File: src/rtl/t02_mem_arbiter_if.sv
// Request, response and RAM-side signal bundle for the shared RAM port arbiter.
// slave is the arbiter's view; master is the requester/RAM environment's view.
interface t02_mem_arbiter_if;
    logic        enable;
    logic        i_req;
    logic [31:0] i_addr;
    logic        d_ren;
    logic        d_wen;
    logic [31:0] d_addr;
    logic [31:0] d_wdata;
    logic [31:0] i_rdata;
    logic        i_ready;
    logic [31:0] d_rdata;
    logic        d_ready;
    logic [31:0] ramaddr;
    logic [31:0] ramstore;
    logic [31:0] ramload;
    logic        Ren;
    logic        Wen;
    logic        busy_o;
    logic        timeout_err;

    modport slave (
        input  enable, i_req, i_addr, d_ren, d_wen, d_addr, d_wdata, ramload, busy_o,
        output i_rdata, i_ready, d_rdata, d_ready, ramaddr, ramstore, Ren, Wen, timeout_err
    );

    modport master (
        output enable, i_req, i_addr, d_ren, d_wen, d_addr, d_wdata, ramload, busy_o,
        input  i_rdata, i_ready, d_rdata, d_ready, ramaddr, ramstore, Ren, Wen, timeout_err
    );
endinterface

File: src/rtl/t02_mem_arbiter.sv
// Shares one RAM port between instruction fetch and data load/store: IDLE -> ISSUE -> WAIT -> RESP,
// with a WAIT-cycle timeout watchdog and a cap on consecutive data grants while fetch waits.
module t02_mem_arbiter #(
    parameter int unsigned TIMEOUT_CYC  = 256,
    parameter int unsigned MAX_D_STREAK = 4
) (
    input  logic             clk,
    input  logic             rst,
    t02_mem_arbiter_if.slave bus
);
    localparam int unsigned CNT_W = $clog2(TIMEOUT_CYC) + 1;
    localparam int unsigned STK_W = $clog2(MAX_D_STREAK + 1) + 1;

    localparam logic [1:0] ST_IDLE  = 2'd0;
    localparam logic [1:0] ST_ISSUE = 2'd1;
    localparam logic [1:0] ST_WAIT  = 2'd2;
    localparam logic [1:0] ST_RESP  = 2'd3;

    localparam logic [31:0] FETCH_NOP = 32'h0000_0013;

    logic [1:0]       r_state, w_state;
    logic             r_is_fetch, w_is_fetch;
    logic             r_is_write, w_is_write;
    logic [STK_W-1:0] r_streak, w_streak;
    logic [CNT_W-1:0] r_cnt, w_cnt;
    logic [31:0]      r_ramaddr, w_ramaddr;
    logic [31:0]      r_ramstore, w_ramstore;
    logic [31:0]      r_i_rdata, w_i_rdata;
    logic [31:0]      r_d_rdata, w_d_rdata;
    logic             r_ren, w_ren;
    logic             r_wen, w_wen;
    logic             r_i_ready, w_i_ready;
    logic             r_d_ready, w_d_ready;
    logic             r_timeout_err, w_timeout_err;

    logic             w_d_req;
    logic             w_fetch_win;
    logic             w_grant;
    logic             w_wr_sel;
    logic [31:0]      w_sel_addr;
    logic [CNT_W-1:0] w_cnt_inc;
    logic             w_busy_valid;
    logic             w_done;
    logic             w_expire;

    assign w_d_req     = bus.d_ren | bus.d_wen;
    assign w_fetch_win = bus.i_req & (~w_d_req | (r_streak == STK_W'(MAX_D_STREAK)));
    assign w_grant     = (r_state == ST_IDLE) & bus.enable & (bus.i_req | w_d_req);
    assign w_wr_sel    = ~w_fetch_win & bus.d_wen;
    assign w_sel_addr  = w_fetch_win ? bus.i_addr : bus.d_addr;
    assign w_cnt_inc   = r_cnt + CNT_W'(1);

    // The RAM raises busy_o one cycle after the strobe, so the first WAIT cycle cannot complete.
    assign w_busy_valid = (r_cnt != '0);
    assign w_done       = (r_state == ST_WAIT) & w_busy_valid & ~bus.busy_o;
    assign w_expire     = (r_state == ST_WAIT) & ~w_done & (w_cnt_inc == CNT_W'(TIMEOUT_CYC));

    always_comb begin
        w_state       = r_state;
        w_is_fetch    = r_is_fetch;
        w_is_write    = r_is_write;
        w_streak      = r_streak;
        w_cnt         = r_cnt;
        w_ramaddr     = r_ramaddr;
        w_ramstore    = r_ramstore;
        w_i_rdata     = r_i_rdata;
        w_d_rdata     = r_d_rdata;
        w_timeout_err = r_timeout_err;
        w_ren         = 1'b0;
        w_wen         = 1'b0;
        w_i_ready     = 1'b0;
        w_d_ready     = 1'b0;

        // Streak only measures data grants taken while fetch is actually waiting.
        if (!bus.i_req) begin
            w_streak = '0;
        end else if (w_grant) begin
            w_streak = w_fetch_win ? '0 : r_streak + STK_W'(1);
        end

        case (r_state)
            ST_IDLE: begin
                if (w_grant) begin
                    w_state    = ST_ISSUE;
                    w_is_fetch = w_fetch_win;
                    w_is_write = w_wr_sel;
                    w_ramaddr  = {w_sel_addr[31:2], 2'b00};
                    w_ramstore = w_wr_sel ? bus.d_wdata : 32'h0;
                    w_ren      = ~w_wr_sel;
                    w_wen      = w_wr_sel;
                    w_cnt      = '0;
                end
            end
            ST_ISSUE: begin
                w_state = ST_WAIT;
                w_cnt   = '0;
            end
            ST_WAIT: begin
                w_cnt = w_cnt_inc;
                if (w_done || w_expire) begin
                    w_state   = ST_RESP;
                    w_i_ready = r_is_fetch;
                    w_d_ready = ~r_is_fetch;
                    if (w_expire) begin
                        w_timeout_err = 1'b1;
                    end
                    if (r_is_fetch) begin
                        w_i_rdata = w_done ? bus.ramload : FETCH_NOP;
                    end else if (!r_is_write) begin
                        w_d_rdata = w_done ? bus.ramload : 32'h0;
                    end
                end
            end
            ST_RESP: begin
                w_state = ST_IDLE;
            end
            default: begin
                w_state = ST_IDLE;
            end
        endcase
    end

    always_ff @(posedge clk or posedge rst) begin
        if (rst) begin
            r_state       <= ST_IDLE;
            r_is_fetch    <= 1'b0;
            r_is_write    <= 1'b0;
            r_streak      <= '0;
            r_cnt         <= '0;
            r_ramaddr     <= 32'h0;
            r_ramstore    <= 32'h0;
            r_i_rdata     <= 32'h0;
            r_d_rdata     <= 32'h0;
            r_ren         <= 1'b0;
            r_wen         <= 1'b0;
            r_i_ready     <= 1'b0;
            r_d_ready     <= 1'b0;
            r_timeout_err <= 1'b0;
        end else begin
            r_state       <= w_state;
            r_is_fetch    <= w_is_fetch;
            r_is_write    <= w_is_write;
            r_streak      <= w_streak;
            r_cnt         <= w_cnt;
            r_ramaddr     <= w_ramaddr;
            r_ramstore    <= w_ramstore;
            r_i_rdata     <= w_i_rdata;
            r_d_rdata     <= w_d_rdata;
            r_ren         <= w_ren;
            r_wen         <= w_wen;
            r_i_ready     <= w_i_ready;
            r_d_ready     <= w_d_ready;
            r_timeout_err <= w_timeout_err;
        end
    end

    assign bus.ramaddr     = r_ramaddr;
    assign bus.ramstore    = r_ramstore;
    assign bus.Ren         = r_ren;
    assign bus.Wen         = r_wen;
    assign bus.i_rdata     = r_i_rdata;
    assign bus.i_ready     = r_i_ready;
    assign bus.d_rdata     = r_d_rdata;
    assign bus.d_ready     = r_d_ready;
    assign bus.timeout_err = r_timeout_err;
endmodule
File: src/flat_wrapper.sv
// flat-port wrapper written by rule: the top's interface ports become plain ports
module t02_mem_arbiter_flat 
#(
    parameter int unsigned TIMEOUT_CYC  = 256,
    parameter int unsigned MAX_D_STREAK = 4
)
  (clk, rst, bus_enable, bus_i_req, bus_i_addr, bus_d_ren, bus_d_wen, bus_d_addr, bus_d_wdata, bus_ramload, bus_busy_o, bus_i_rdata, bus_i_ready, bus_d_rdata, bus_d_ready, bus_ramaddr, bus_ramstore, bus_Ren, bus_Wen, bus_timeout_err);
  t02_mem_arbiter_if bus_i ();
  input  logic clk;
  input  logic rst;
  input wire logic [$bits(bus_i.enable)-1:0] bus_enable;
  input wire logic [$bits(bus_i.i_req)-1:0] bus_i_req;
  input wire logic [$bits(bus_i.i_addr)-1:0] bus_i_addr;
  input wire logic [$bits(bus_i.d_ren)-1:0] bus_d_ren;
  input wire logic [$bits(bus_i.d_wen)-1:0] bus_d_wen;
  input wire logic [$bits(bus_i.d_addr)-1:0] bus_d_addr;
  input wire logic [$bits(bus_i.d_wdata)-1:0] bus_d_wdata;
  input wire logic [$bits(bus_i.ramload)-1:0] bus_ramload;
  input wire logic [$bits(bus_i.busy_o)-1:0] bus_busy_o;
  output wire logic [$bits(bus_i.i_rdata)-1:0] bus_i_rdata;
  output wire logic [$bits(bus_i.i_ready)-1:0] bus_i_ready;
  output wire logic [$bits(bus_i.d_rdata)-1:0] bus_d_rdata;
  output wire logic [$bits(bus_i.d_ready)-1:0] bus_d_ready;
  output wire logic [$bits(bus_i.ramaddr)-1:0] bus_ramaddr;
  output wire logic [$bits(bus_i.ramstore)-1:0] bus_ramstore;
  output wire logic [$bits(bus_i.Ren)-1:0] bus_Ren;
  output wire logic [$bits(bus_i.Wen)-1:0] bus_Wen;
  output wire logic [$bits(bus_i.timeout_err)-1:0] bus_timeout_err;
  assign bus_i.enable = bus_enable;
  assign bus_i.i_req = bus_i_req;
  assign bus_i.i_addr = bus_i_addr;
  assign bus_i.d_ren = bus_d_ren;
  assign bus_i.d_wen = bus_d_wen;
  assign bus_i.d_addr = bus_d_addr;
  assign bus_i.d_wdata = bus_d_wdata;
  assign bus_i.ramload = bus_ramload;
  assign bus_i.busy_o = bus_busy_o;
  assign bus_i_rdata = bus_i.i_rdata;
  assign bus_i_ready = bus_i.i_ready;
  assign bus_d_rdata = bus_i.d_rdata;
  assign bus_d_ready = bus_i.d_ready;
  assign bus_ramaddr = bus_i.ramaddr;
  assign bus_ramstore = bus_i.ramstore;
  assign bus_Ren = bus_i.Ren;
  assign bus_Wen = bus_i.Wen;
  assign bus_timeout_err = bus_i.timeout_err;
  t02_mem_arbiter #(.TIMEOUT_CYC(TIMEOUT_CYC), .MAX_D_STREAK(MAX_D_STREAK)) u_core (.clk(clk), .rst(rst), .bus(bus_i));
endmodule
File: config.mk
export PLATFORM = sky130hd
export DESIGN_NAME = t02_mem_arbiter_flat
export DESIGN_NICKNAME = d
export VERILOG_FILES = /design/src/rtl/t02_mem_arbiter_if.sv /design/src/rtl/t02_mem_arbiter.sv /design/src/flat_wrapper.sv
export SDC_FILE = /design/constraint.sdc
export NUM_CORES = 1
export LEC_CHECK = 0
export ABC_CLOCK_PERIOD_IN_PS = 4350
export CAP_MARGIN = 10
export CORE_MARGIN = 2
export CORE_UTILIZATION = 39
export DETAILED_ROUTE_END_ITERATION = 8
export GPL_TIMING_DRIVEN = 0
export HOLD_SLACK_MARGIN = 0.05
export PLACE_DENSITY = 0.89
export SYNTH_ARGS = -nofsm -noshare
export SYNTH_HDL_FRONTEND = slang
export SYNTH_SLANG_ARGS = --single-unit
export TNS_END_PERCENT = 30
File: constraint.sdc
create_clock -name clk -period 4.35 [get_ports clk]
set_input_delay 0.435 -clock clk [delete_from_list [all_inputs] [get_ports clk]]
set_output_delay 0.435 -clock clk [all_outputs]
set_load 0.05 [all_outputs]
==> results of run 1 <==
## worst max-delay path by stage
stage	startpoint	to	cells past startpoint
after floorplan	rst	u_core.bus.Ren$_DFF_PP0_	1
after global placement	rst	u_core.r_cnt[1]$_DFFE_PP0P_	2
after detailed placement	bus_i_req	u_core.bus.ramaddr[4]$_DFFE_PP0P_	6
after CTS	bus_d_wen	u_core.bus.ramaddr[4]$_DFFE_PP0P_	6
after global routing	u_core.r_state[0]$_DFFE_PP0P_	u_core.bus.d_rdata[29]$_DFFE_PP0P_	9
final	u_core.r_state[0]$_DFFE_PP0P_	u_core.bus.d_rdata[10]$_DFFE_PP0P_	9
## Yosys cell counts (9+ instances only)
cell,count,area [sq um]
nor2_1,17,63.8
clkbuf_1,23,86.3
mux2i_1,31,310
a22oi_1,61,458
a22o_1,32,280
buf_2,14,70.1
a21oi_1,9,45.0
o21ai_0,96,480
dfrtp_1,148,3700
nand2_1,108,405
inv_1,12,45.0
## metrics by stage
step | cells | setup WS [ns] | hold slack [ns] | power, W
after detailed placement | 1124 | 1.29 | 0.462 | 0.00569
final | 1155 | 1.67 | 0.460 | 0.00719
after global placement | 1121 | 0.806 | 0.460 | 0.00559
after CTS | 1155 | 1.67 | 0.458 | 0.00723
after global routing | 1155 | 1.44 | 0.494 | 0.00753
after floorplan | 640 | 2.05 | 0.442 | 0.00438
## per-layer routing
layer / part of all wire [%] / vias up / wire length, um / GRT usage (%)
li1: - / 2869 / - / -
met1: 38 / 3016 / 7800 / 28.2
met2: 51 / 338 / 10600 / 40.1
met3: 8.6 / 35 / 1780 / 6.47
met4: 2.9 / 0 / 612 / 9.81
met5: 0 / - / 0 / 0
## worst max-delay path, delay by kind of cell, from the launching register on
family | cells | cell delay (ns)
DFF | 1 | 0.37
adders and majority gates | 1 | 0.16
AOI/OAI and AO/OA | 3 | 0.62
buffers and inverters | 4 | 1.12
and+or+nand+nor | 1 | 0.32
## final cells by class
class                   count  area share, %
clock buffers              18           4.24
flip-flops and latches    148           36.6
repair buffers            264           26.4
plain buffers              51           2.21
clock inverters            13           1.72
multi-input cells         429           25.6
inverters                  12          0.482
well taps                 220           2.72
## cells by family (layout without fill, tap and decap cells)
kind of cell	after synthesis	in the layout
adder cells (fa/ha/maj)	7	7
other	1	2
multiplexers	32	32
AO/OA/AOI/OAI	232	232
AND/OR/NAND/NOR	156	156
buffers and inverters	63	358
flip-flops	148	148
## report_power, final
group	internal, W	switching (W)
Combinational	0.00129	0.00232
Sequential	0.00179	0.000275
Clock	0.000911	0.000606
Total	0.00399	0.00320
## layout by cell type, fill, tap and decap left out, drive strengths merged, types with 3 or more instances in the layout
| cell | instances |
|---|---|
| clkdlybuf4s50 | 261 |
| dfrtp | 148 |
| nand2 | 109 |
| o21ai | 103 |
| a22oi | 61 |
| clkbuf | 47 |
| a22o | 32 |
| mux2i | 31 |
| buf | 25 |
| nor2 | 18 |
| inv | 16 |
| a21oi | 9 |
| nand3 | 7 |
| ha | 7 |
| o31ai | 6 |
| a21o | 6 |
| or3 | 4 |
| nor3 | 4 |
| or2 | 4 |
| o22ai | 3 |
| clkinvlp | 3 |
| bufinv | 3 |
| clkinv | 3 |
## registers in the layout, indices dropped and copies added, names as in the netlist
name,cells
u_core.bus.d_rdata,32
u_core.bus.timeout_err,1
u_core.bus.d_ready,1
u_core.bus.ramaddr,30
u_core.r_is_fetch,1
u_core.bus.i_ready,1
u_core.r_state,2
u_core.bus.Wen,1
u_core.bus.ramstore,32
u_core.r_is_write,1
u_core.r_cnt,9
u_core.bus.i_rdata,32
u_core.r_streak,4
u_core.bus.Ren,1
==> impl_metrics.toml, run 1 <==
[global_routing]
grtUsageTotal_pct = 23.6
grt_max_degree = 43
grt_pass1_wl_um = 32800
grt_pass1_vias = 6053
antenna_found_initial = 0
overflow = 0

[clock_network]
htree_levels = 4
post-cts-setup-buffers = 0
numCtsBuffers = 17
tritoncts = "built"
cts_sinks = 148
ctsHoldBuffers = 0
clockBufferDepth = 2
root_buffer = "clkbuf_16"
clk_pin_slew_ns = 0.06
cts_resized = 0
clk_latency_ns = 0.42

[power_and_ir_drop]
p_per_area_nw_per_um2 = 710
leakagePower_nw = 4.62
irDropWorstVdd_v = 0.000429

[sta]
timing.setup.tns_ns = 0
worst_pin_slew_ns = 0.896
period_share_pct = 61.5
finClkSkew_ns = 0.0118
rsz0062_at_grt = "no"
drv_slew = 0
hold_violations = 0
setup_viol = 0
fmax_ghz = 0.374
fin_crit_ns = 2.68
slew_headroom_pct = 40.3

[yosys]
yosys.area_share.simple_pct = 10.0
synth_top_flop_cell = "dfrtp_1"
ys_types = 45
syn-cell-area_sq_um = 6560
synth_xor_area_share_pct = 0
syn_avg_cell_area_sq_um = 10.3
yosysSeqAreaShare_pct = 56.5
synthAdderAreaFrac_pct = 1.34
synth-compound-area-share_pct = 23.1
async_reset_ff_share_pct = 100
synth_top_family_by_area = "compound AO/OA/AOI/OAI gates"
synth.area.mux_share_pct = 4.90
ys_ff_latch = 148
synth_edf_count = 0
syn-instance-count = 639
ys.warnings.count = 0

[run_status]
status = "finished clean"

[setup_path]
rrSetupSlack_ns = 1.67
cp_max_fo = 10
start_kind = "register"
path_class = "reg -> reg"
worstPathArrival_ns = 3.01
reg2reg_from = "u_core.r_state[0]$_DFFE_PP0P_"
reg2reg_to = "u_core.bus.d_rdata[10]$_DFFE_PP0P_"
crit_required_ns = 4.68
cpPeakStageDelay_ns = 0.43
end_kind = "register"
path_cells = "inv_1, ha_1, clkbuf_1, inv_1, a311o_1, nor2_1, clkbuf_1, a22oi_1, o21ai_0"
slowest_stage = "clkbuf_1"
rr_worst_depth = 9

[route]
drc_errors = 0
num_vias = 6258
wirelength_um = 20800
ant_nets = 0
wl_per_cell_um = 18.0
first_pass_iters = 5
routed_via_density = 5.42
drt_iter0_markers = 456

[cells_and_area]
seq_area_sq_um = 3700
multi_input_comb_area_sq_um = 2590
syn_to_final_growth_pct = 54.4
finalInstanceArea_sq_um = 10100
fin_nets = 1065
drive_gt1_share_pct = 6.84
final_core_util_pct = 61.3
nFillCells = 1315
n_antenna_cell = 0

[die]
fp.dieH_um = 134
die_w_um = 134
core_sq_um = 16500
io_pins = 268
dieArea_sq_um = 17900
rows = 47
initial_core_util_pct = 39.7

[run]
max-cap-violations = 0

[placed_design]
dp_hpwl_um = 15600
globalplace.congestion = 0.874
io_buffers = 261
dpl_cell_area_sq_um = 9520

[hold_path]
hp-class = "in -> async"
(Power assumes the default switching activity.)
==> run 2: changes to the inputs <==
--- a/config.mk
+++ b/config.mk
@@ -5,7 +5,7 @@
 export SDC_FILE = /design/constraint.sdc
 export NUM_CORES = 1
 export LEC_CHECK = 0
-export ABC_CLOCK_PERIOD_IN_PS = 4350
+export ABC_CLOCK_PERIOD_IN_PS = 2200
 export CAP_MARGIN = 10
 export CORE_MARGIN = 2
 export CORE_UTILIZATION = 39
==> constraint.sdc (replaced) <==
create_clock -name clk -period 2.2 [get_ports clk]
set_input_delay 0.22 -clock clk [delete_from_list [all_inputs] [get_ports clk]]
set_output_delay 0.22 -clock clk [all_outputs]
set_load 0.05 [all_outputs]
==> run 2 against run 1 <==
Against the previous run: count of clock-buffer cells in the layout unchanged; global-route usage increased by 0.11 points; total power increased by 99%; first-iteration DRC count decreased by 7.2%; utilization increased by 0.81 points; die area unchanged; non-clock buffer count decreased by 2.
==> impl_metrics.toml, run 2 (same netlist as run 1, synthesis figures left out) <==
[sta]
fmax_ghz = 0.476
setup_ws_ns = 0.101
rsz0062_at_grt = "yes"
fin_crit_ns = 2.10
hold_violations = 0
worst_pin_slew_ns = 0.690
period_share_pct = 95.4
slew_headroom_pct = 54.0
finClkSkew_ns = 0.0106
drv_slew = 0
setup_viol = 0

[route]
ant_nets = 0
wl_per_cell_um = 18.3
first_pass_iters = 5
wirelength_um = 21100
drc_errors = 0
routed_via_density = 5.43
num_vias = 6263
drt_iter0_markers = 423

[die]
rows = 47
die_w_um = 134
dieArea_sq_um = 17900
core_sq_um = 16500
initial_core_util_pct = 39.7
io_pins = 268
fp.dieH_um = 134

[clock_network]
tritoncts = "built"
clockBufferDepth = 2
cts_sinks = 148
ctsHoldBuffers = 0
clk_pin_slew_ns = 0.06
htree_levels = 4
clk_latency_ns = 0.42
numCtsBuffers = 17
root_buffer = "clkbuf_16"
post-cts-setup-buffers = 0

[hold_path]
hp-class = "in -> async"

[global_routing]
grt_pass1_wl_um = 32900
antenna_found_initial = 0
grtUsageTotal_pct = 23.7
overflow = 0
grt_pass1_vias = 6063
grt_max_degree = 43

[placed_design]
io_buffers = 261
dp_hpwl_um = 15600
dpl_cell_area_sq_um = 9520
globalplace.congestion = 0.874
post-place-ws_ns = -0.640

[power_and_ir_drop]
leakagePower_nw = 4.66
irDropWorstVdd_v = 0.000848
p_per_area_nw_per_um2 = 1390

[setup_path]
start_kind = "register"
path_class = "reg -> reg"
worstPathArrival_ns = 2.42
crit_required_ns = 2.52
end_kind = "register"
cp_max_fo = 7

[run_status]
status = "finished clean"

[cells_and_area]
n_antenna_cell = 0
layout_commonest_cell = "clkdlybuf4s50_1"
finalInstanceArea_sq_um = 10300
drive_gt1_share_pct = 9.22
layout_common_cells = "clkdlybuf4s50_1 (261), dfrtp_1 (147), nand2_1 (108)"
fin_nets = 1063
syn_to_final_growth_pct = 56.4

[run]
max-cap-violations = 0
run 2: area by class of cell:
| type | count | area [sq um] |
|---|---|---|
| Buffer | 49 | 270 |
| Clock buffer | 18 | 429 |
| Clock inverter | 13 | 174 |
| Fill cell | 1302 | 6270 |
| Inverter | 12 | 48.8 |
| Multi-Input combinational cell | 429 | 2680 |
| Sequential cell | 148 | 3700 |
| Tap cell | 220 | 275 |
| Timing Repair Buffer | 264 | 2670 |
run 2: worst max-delay path: stages (launching register included):
cell and delay (ns):
dfrtp_1 0.52, nand2_2 0.11, or3_1 0.35, a211o_1 0.36, or2_1 0.24, buf_2 0.17
a311oi_2 0.25
run 2: timing repair:
| item | CTS | global route |
|---|---|---|
| endpoints found under the setup margin | 114 | 95 |
| resized for setup | 20 | 42 |
| pin swaps | 0 | 2 |
run 2: layer usage:
| metal | vias up | part of all wire [%] | track usage [%] |
|---|---|---|---|
| li1 | 2867 | - | - |
| met1 | 3052 | 38 | 28.2 |
| met2 | 312 | 52 | 41.1 |
| met3 | 32 | 7.9 | 6.35 |
| met4 | 0 | 2.4 | 8.81 |
| met5 | - | 0 | 0 |
run 2: through the flow:
stage               power (W)  hold slack [ns]  std cells  util [%]  setup TNS (ns)
floorplan             0.00866            0.307        640         -               0
global placement       0.0111            0.460       1121      57.2         -258.32
detailed placement     0.0113            0.462       1124      57.6          -52.26
CTS                    0.0143            0.243       1153      61.5               0
global route           0.0149            0.296       1153      62.1           -6.39
finish                 0.0143            0.243       1153      62.1               0
run 2: path summary, 6_finish.rpt:
path	startpoint	endpoint	slack (ns)	depth (start not counted)
setup reg to reg	u_core.r_cnt[6]$_DFFE_PP0P_	u_core.r_state[0]$_DFFE_PP0P_	0.10	6
max in group asynchronous	rst	u_core.r_cnt[2]$_DFFE_PP0P_	1.03	4
min in group clk	bus_d_wdata[28]	u_core.bus.ramstore[28]$_DFFE_PP0P_	0.39	2
setup / recovery	u_core.r_cnt[6]$_DFFE_PP0P_	u_core.r_state[0]$_DFFE_PP0P_	0.10	6
hold / removal	rst	u_core.bus.ramstore[28]$_DFFE_PP0P_	0.24	2
hold reg to reg	u_core.r_is_write$_DFFE_PP0P_	u_core.r_is_write$_DFFE_PP0P_	0.47	1
run 2: power breakdown:
group	internal (W)	switching (W)
clock network	0.00180	0.00121
registers	0.00354	0.000545
logic	0.00258	0.00462
==> run 3: changes to the inputs <==
--- a/config.mk
+++ b/config.mk
@@ -10,6 +10,7 @@
 export CORE_MARGIN = 2
 export CORE_UTILIZATION = 39
 export DETAILED_ROUTE_END_ITERATION = 8
+export GPL_ROUTABILITY_DRIVEN = 0
 export GPL_TIMING_DRIVEN = 0
 export HOLD_SLACK_MARGIN = 0.05
 export PLACE_DENSITY = 0.89
==> results of run 3 <==
Final layout, timing and power as in run 2 (identical DEF).
==> RTL edit 1 (config.mk and constraints of run 1) <==
`TIMEOUT_CYC` is set to 256 in 2 places; all go to 128.
--- a/src/rtl/t02_mem_arbiter.sv
+++ b/src/rtl/t02_mem_arbiter.sv
@@ -1,7 +1,7 @@
 // Shares one RAM port between instruction fetch and data load/store: IDLE -> ISSUE -> WAIT -> RESP,
 // with a WAIT-cycle timeout watchdog and a cap on consecutive data grants while fetch waits.
 module t02_mem_arbiter #(
-    parameter int unsigned TIMEOUT_CYC  = 256,
+    parameter int unsigned TIMEOUT_CYC  = 128,
     parameter int unsigned MAX_D_STREAK = 4
 ) (
     input  logic             clk,
--- a/src/flat_wrapper.sv
+++ b/src/flat_wrapper.sv
@@ -1,7 +1,7 @@
 // flat-port wrapper written by rule: the top's interface ports become plain ports
 module t02_mem_arbiter_flat 
 #(
-    parameter int unsigned TIMEOUT_CYC  = 256,
+    parameter int unsigned TIMEOUT_CYC  = 128,
     parameter int unsigned MAX_D_STREAK = 4
 )
   (clk, rst, bus_enable, bus_i_req, bus_i_addr, bus_d_ren, bus_d_wen, bus_d_addr, bus_d_wdata, bus_ramload, bus_busy_o, bus_i_rdata, bus_i_ready, bus_d_rdata, bus_d_ready, bus_ramaddr, bus_ramstore, bus_Ren, bus_Wen, bus_timeout_err);
Function: same outputs for any inputs over 4 cycles, from zero or initial values and one cycle with rst high; that may be too few to reach the edited logic, so the function may still have changed.
==> RTL edit 1 against run 1 <==
Critical path type is now input pin to flop; routed wire length shrank 8.9%; via count shrank 11%; synthesized cell count shrank 5.0%; global-route usage shrank 0.91 points; area after synthesis shrank 5.6%; sequential share of layout area grew 0.93 points; power grew 13%; cell area shrank 3.1%; sequential cell count shrank 1; critical endpoint is now u_core.r_cnt[1]; setup slack gained 0.17 ns.
==> RTL edit 1: results (changes against run 1) <==
* Average wire length per cell after detail routing at 16.91 um (-6.1%)
* Overall routed net length at 18940 um (-8.9%)
* Hold WS at 0.3963 ns (-0.06405 ns)
* Distinct cell type count after synthesis at 40 (-11%)
* Beginning of the critical path: bus_d_wen
* Flop2flop setup slack at 1.91 ns (+0.24 ns)
* Mean cell area of the mapped netlist at 10.20 sq um (-0.59%)
* Cell types with the largest area share after synthesis: sky130_fd_sc_hd__dfrtp_1 (59%), sky130_fd_sc_hd__nand2_1 (10%), sky130_fd_sc_hd__o21ai_0 (8.2%), sky130_fd_sc_hd__a22o_1 (5.4%), sky130_fd_sc_hd__mux2i_1 (5.0%)
* Beginning of the worst register-to-register path: u_core.r_streak[0]
* Number of global-route vias before repair at 5596 (-7.5%)
* Layout cell share with drive strength beyond 1 at 6.748% (-0.097 points)
* Final RePlAce weighted congestion at 0.8265 (-5.4%)
* Total combinational power at 4220 uW (+17%)
* Fill cell total of the finished layout at 1264 (-3.9%)
* Clock network fraction of design power at 19.4% (-1.7 points)
* Pre-CTS setup slack at 1.402 ns (+0.1076 ns)
* Clock Skews at 0.007947 ns (-0.003876 ns)
* Worst setup slack after layout at 1.848 ns (+0.1747 ns)
* Capture point of the critical path: u_core.r_cnt[1]
* Mux cell area share after synthesis at 5.376% (+0.47 points)
* Endpoint of the lowest-slack register-to-register path: u_core.bus.ramstore[14]
* Aggregate global-route resource usage at 22.64% (-0.91 points)
* Largest net degree at the start of global routing at 45 (+4.7%)
* Portion of total power attributed to sequential cells at 28.4% (-0.3 points)
* Result of the run: finished clean
* CP peak stage delay at 0.69 ns (+0.26 ns)
* Arr. time, crit path at 2.77 ns (-0.24 ns)
* Slowest stage cell, crit path: sky130_fd_sc_hd__o311ai_2
* Adder and majority cell fraction of the synthesized area at 1.415% (+0.079 points)
* Leakage power at 0.004378 uW (-5.2%)
* Design internal power at 4355 uW (+9.2%)
* Iter 0 DRT Violations at 268 (-41%)
* First-pass GRT wire length at 28960 um (-12%)
* Peak supply drop at 0.0005407 V (+26%)
[RTL edit 1: changes by cell type in the layout (fill, tap and decap cells not counted), sizes merged, moves of 8 or more]
cell,change
nand2,+56
inv,-8
clkbuf,+9
a22oi,-61
buf,-11
[RTL edit 1: cell type report]
cell class | instances | area [sq um] | area share (%)
inverters | 9 | 37.54 | 0.3828
well taps | 216 | 270.3 | 2.756
multi-input cells | 409 | 2296 | 23.41
clock inverters | 8 | 148.9 | 1.518
plain buffers | 43 | 186.4 | 1.901
clock buffers | 23 | 488.0 | 4.976
repair buffers | 265 | 2700 | 27.54
flip-flops and latches | 147 | 3679 | 37.51
[RTL edit 1: layer usage]
metal | share of wire [%] | routed length, um | GRT usage, %
met1 | 37 | 6980 | 24.51
met2 | 51 | 9746 | 40.90
met3 | 8.9 | 1691 | 7.380
met4 | 2.8 | 523 | 9.108
met5 | 0 | 0 | 0
[RTL edit 1: critical path: cells and delay by family]
kind / cells / cell delay [ns]
buffers and inverters: 2 / 0.91
AO/OA/AOI/OAI: 3 / 1.42
==> RTL edit 2 (flow settings as in run 1) <==
Made on the original files. Make the reset (`rst`) synchronous in one clocked block.
--- a/src/rtl/t02_mem_arbiter.sv
+++ b/src/rtl/t02_mem_arbiter.sv
@@ -120,7 +120,7 @@
         endcase
     end
 
-    always_ff @(posedge clk or posedge rst) begin
+    always_ff @(posedge clk) begin
         if (rst) begin
             r_state       <= ST_IDLE;
             r_is_fetch    <= 1'b0;
Function: differs if rst is asserted again (counterexample within 4 cycles, from zero or initial values and one cycle with rst high); with rst held inactive, the same outputs for 4 cycles.
==> RTL edit 2 against run 1 <==
Cell area fell by 4.9%; die area fell by 5.1%; synthesized cell count rose by 7.2%; setup slack improved by 0.034 ns; sequential cell count did not move; global-route usage fell by 0.15 points; routed wire length fell by 2.3%; worst hold slack improved by 0.0088 ns; fmax rose by 1.3%; area after synthesis fell by 5.3%; highest routed layer unchanged.
Power is not compared: it rests on default switching activity, and its combinational part moved more than twofold at a synthesized area within 25%.
==> RTL edit 2: results (changes against run 1) <==
* Result of the run: finished clean
* First-pass GRT wire length at 31050 um (-5.3%)
* Clock transition time at the flip-flop clock pins of the worst setup and hold paths at 0.06 ns (about the same)
* Hold path cells at 2
* Beginning of the worst register-to-register path: u_core.r_cnt[0]
* Number of antenna violations at the first check in global routing at 0 (unchanged)
* Asr flop ratio synth at 0% (-100 points)
* Flop2flop setup slack at 1.71 ns (+0.03 ns)
* Pre-CTS setup slack at 1.447 ns (+0.1527 ns)
* Peak supply drop at 0.0002927 V
* Slowest stage cell, crit path: sky130_fd_sc_hd__a311oi_1
* Worst-case reg-to-reg path depth at 9 (unchanged)
* Resize count post-CTS at 0 (unchanged)
* Iter 0 DRT Violations at 359 (-21%)
* Arr. time, crit path at 2.99 ns (-0.02 ns)
* Worst min-delay path category: flop to flop
* DP HPWL at 15410 um (-1.2%)
* Transition time of the tightest slew-check pin at 0.9955 ns (+0.09954 ns)
* Aggregate global-route resource usage at 23.40% (-0.15 points)
* Largest delay contributor family on the critical path: compound AO/OA/AOI/OAI gates
* Final RePlAce weighted congestion at 0.8697 (-0.50%)
* Drt pass-1 iters at 5 (unchanged)
* Proportion of synthesized chip area in sequential cells at 47.72% (-8.8 points)
* Number of post-CTS setup repair buffers at 0 (unchanged)
* Number of nets at the end of the flow at 1106 (+3.8%)
* PortBufs at 260 (-0.38%)
* Hold WS at 0.4691 ns (+0.008757 ns)
* Maximum fanout along the worst path at 10 (unchanged)
* Clock root cell: sky130_fd_sc_hd__clkbuf_16
* Overall routed net length at 20320 um (-2.3%)
* Cell types with the largest area share after synthesis: sky130_fd_sc_hd__dfxtp_1 (48%), sky130_fd_sc_hd__a21oi_1 (6.1%), sky130_fd_sc_hd__mux2i_1 (5.0%), sky130_fd_sc_hd__a311oi_1 (4.8%), sky130_fd_sc_hd__nand2_1 (4.7%)
* TritonCTS Buffers at 17 (unchanged)
* Yosys synthesis warning count at 0 (unchanged)
* Distinct cell type count after synthesis at 51 (+13%)
* Via Count at 6427 (+2.7%)
* Commonest cells post-synth: sky130_fd_sc_hd__dfxtp_1 (148), sky130_fd_sc_hd__nand2_1 (77), sky130_fd_sc_hd__a21oi_1 (76)
* Endpoint of the lowest-slack register-to-register path: u_core.bus.i_rdata[26]
* CP peak stage delay at 0.65 ns (+0.22 ns)
* Cell area reported after detailed placement at 0.009085 sq mm (-4.6%)
* Post-route non-filler standard cell count at 1194 (+3.4%)
* Top flip-flop cell by instance count after synthesis: sky130_fd_sc_hd__dfxtp_1
* Clock Skews at 0.008573 ns (-0.003250 ns)
* Final antenna diode count at 0 (unchanged)
* Sink of the worst hold path: u_core.bus.i_rdata[4]
* Layout cell share with drive strength beyond 1 at 6.033% (-0.81 points)
* Number of H-tree levels at 4 (unchanged)
* Clock insertion delay at the later pin of the skew report at 0.43 ns
* Largest net degree at the start of global routing at 17 (-60%)
* Leakage power at ~0.0035 uW
* Mean cell area of the mapped netlist at 9.063 sq um (-12%)
* Maximum buffer depth of the clock tree at 2 (unchanged)
* Number of global-route vias before repair at 6174 (+2.0%)
-- RTL edit 2: layout make-up --
type | count | area (sq um)
Sequential cell | 148 | 2963
Buffer | 64 | 292.8
Inverter | 12 | 45.04
Clock inverter | 15 | 120.1
Fill cell | 1278 | 6082
Clock buffer | 17 | 425.4
Timing Repair Buffer | 260 | 2603
Tap cell | 216 | 270.3
Multi-Input combinational cell | 462 | 2912
-- RTL edit 2: worst max path at each step --
stage	start	end	slack (ns)	depth (start not counted)
global placement	bus_d_wen	u_core.bus.ramstore[8]	1.50	8
finish	u_core.r_cnt[0]	u_core.bus.i_rdata[26]	1.71	9
global route	u_core.r_cnt[0]	u_core.bus.i_rdata[26]	1.45	9
detailed placement	bus_d_wen	u_core.bus.ramstore[5]	1.45	8
CTS	u_core.r_streak[0]	u_core.bus.ramstore[5]	1.71	9
floorplan	u_core.r_cnt[0]	u_core.bus.d_rdata[0]	2.24	8
-- RTL edit 2: layer usage --
metal	GRT usage, %	routed length (um)	vias up
met2	41.61	10390	290
li1	-	-	3062
met5	0	0	-
met4	7.843	338	0
met3	6.847	1698	29
met1	26.92	7894	3046
-- RTL edit 2: report_power, final --
part | switching [uW] | internal (uW) | total (uW)
sequential | 68.5 | 1470 | 1540
clock | 627 | 744 | 1370
combinational | 776 | 444 | 1220
-- RTL edit 2: cells by family (layout without fill, tap and decap cells) --
logic type,Yosys count,count (layout),share of synthesized area (%)
simple gates,189,189,14.83
other cells,1,2,0.06040
flops,148,148,47.72
buf+inv,76,368,5.441
compound gates,230,230,25.17
fa+ha+maj,6,6,1.209
xor+xnor,4,4,0.5644
mux,31,31,4.998
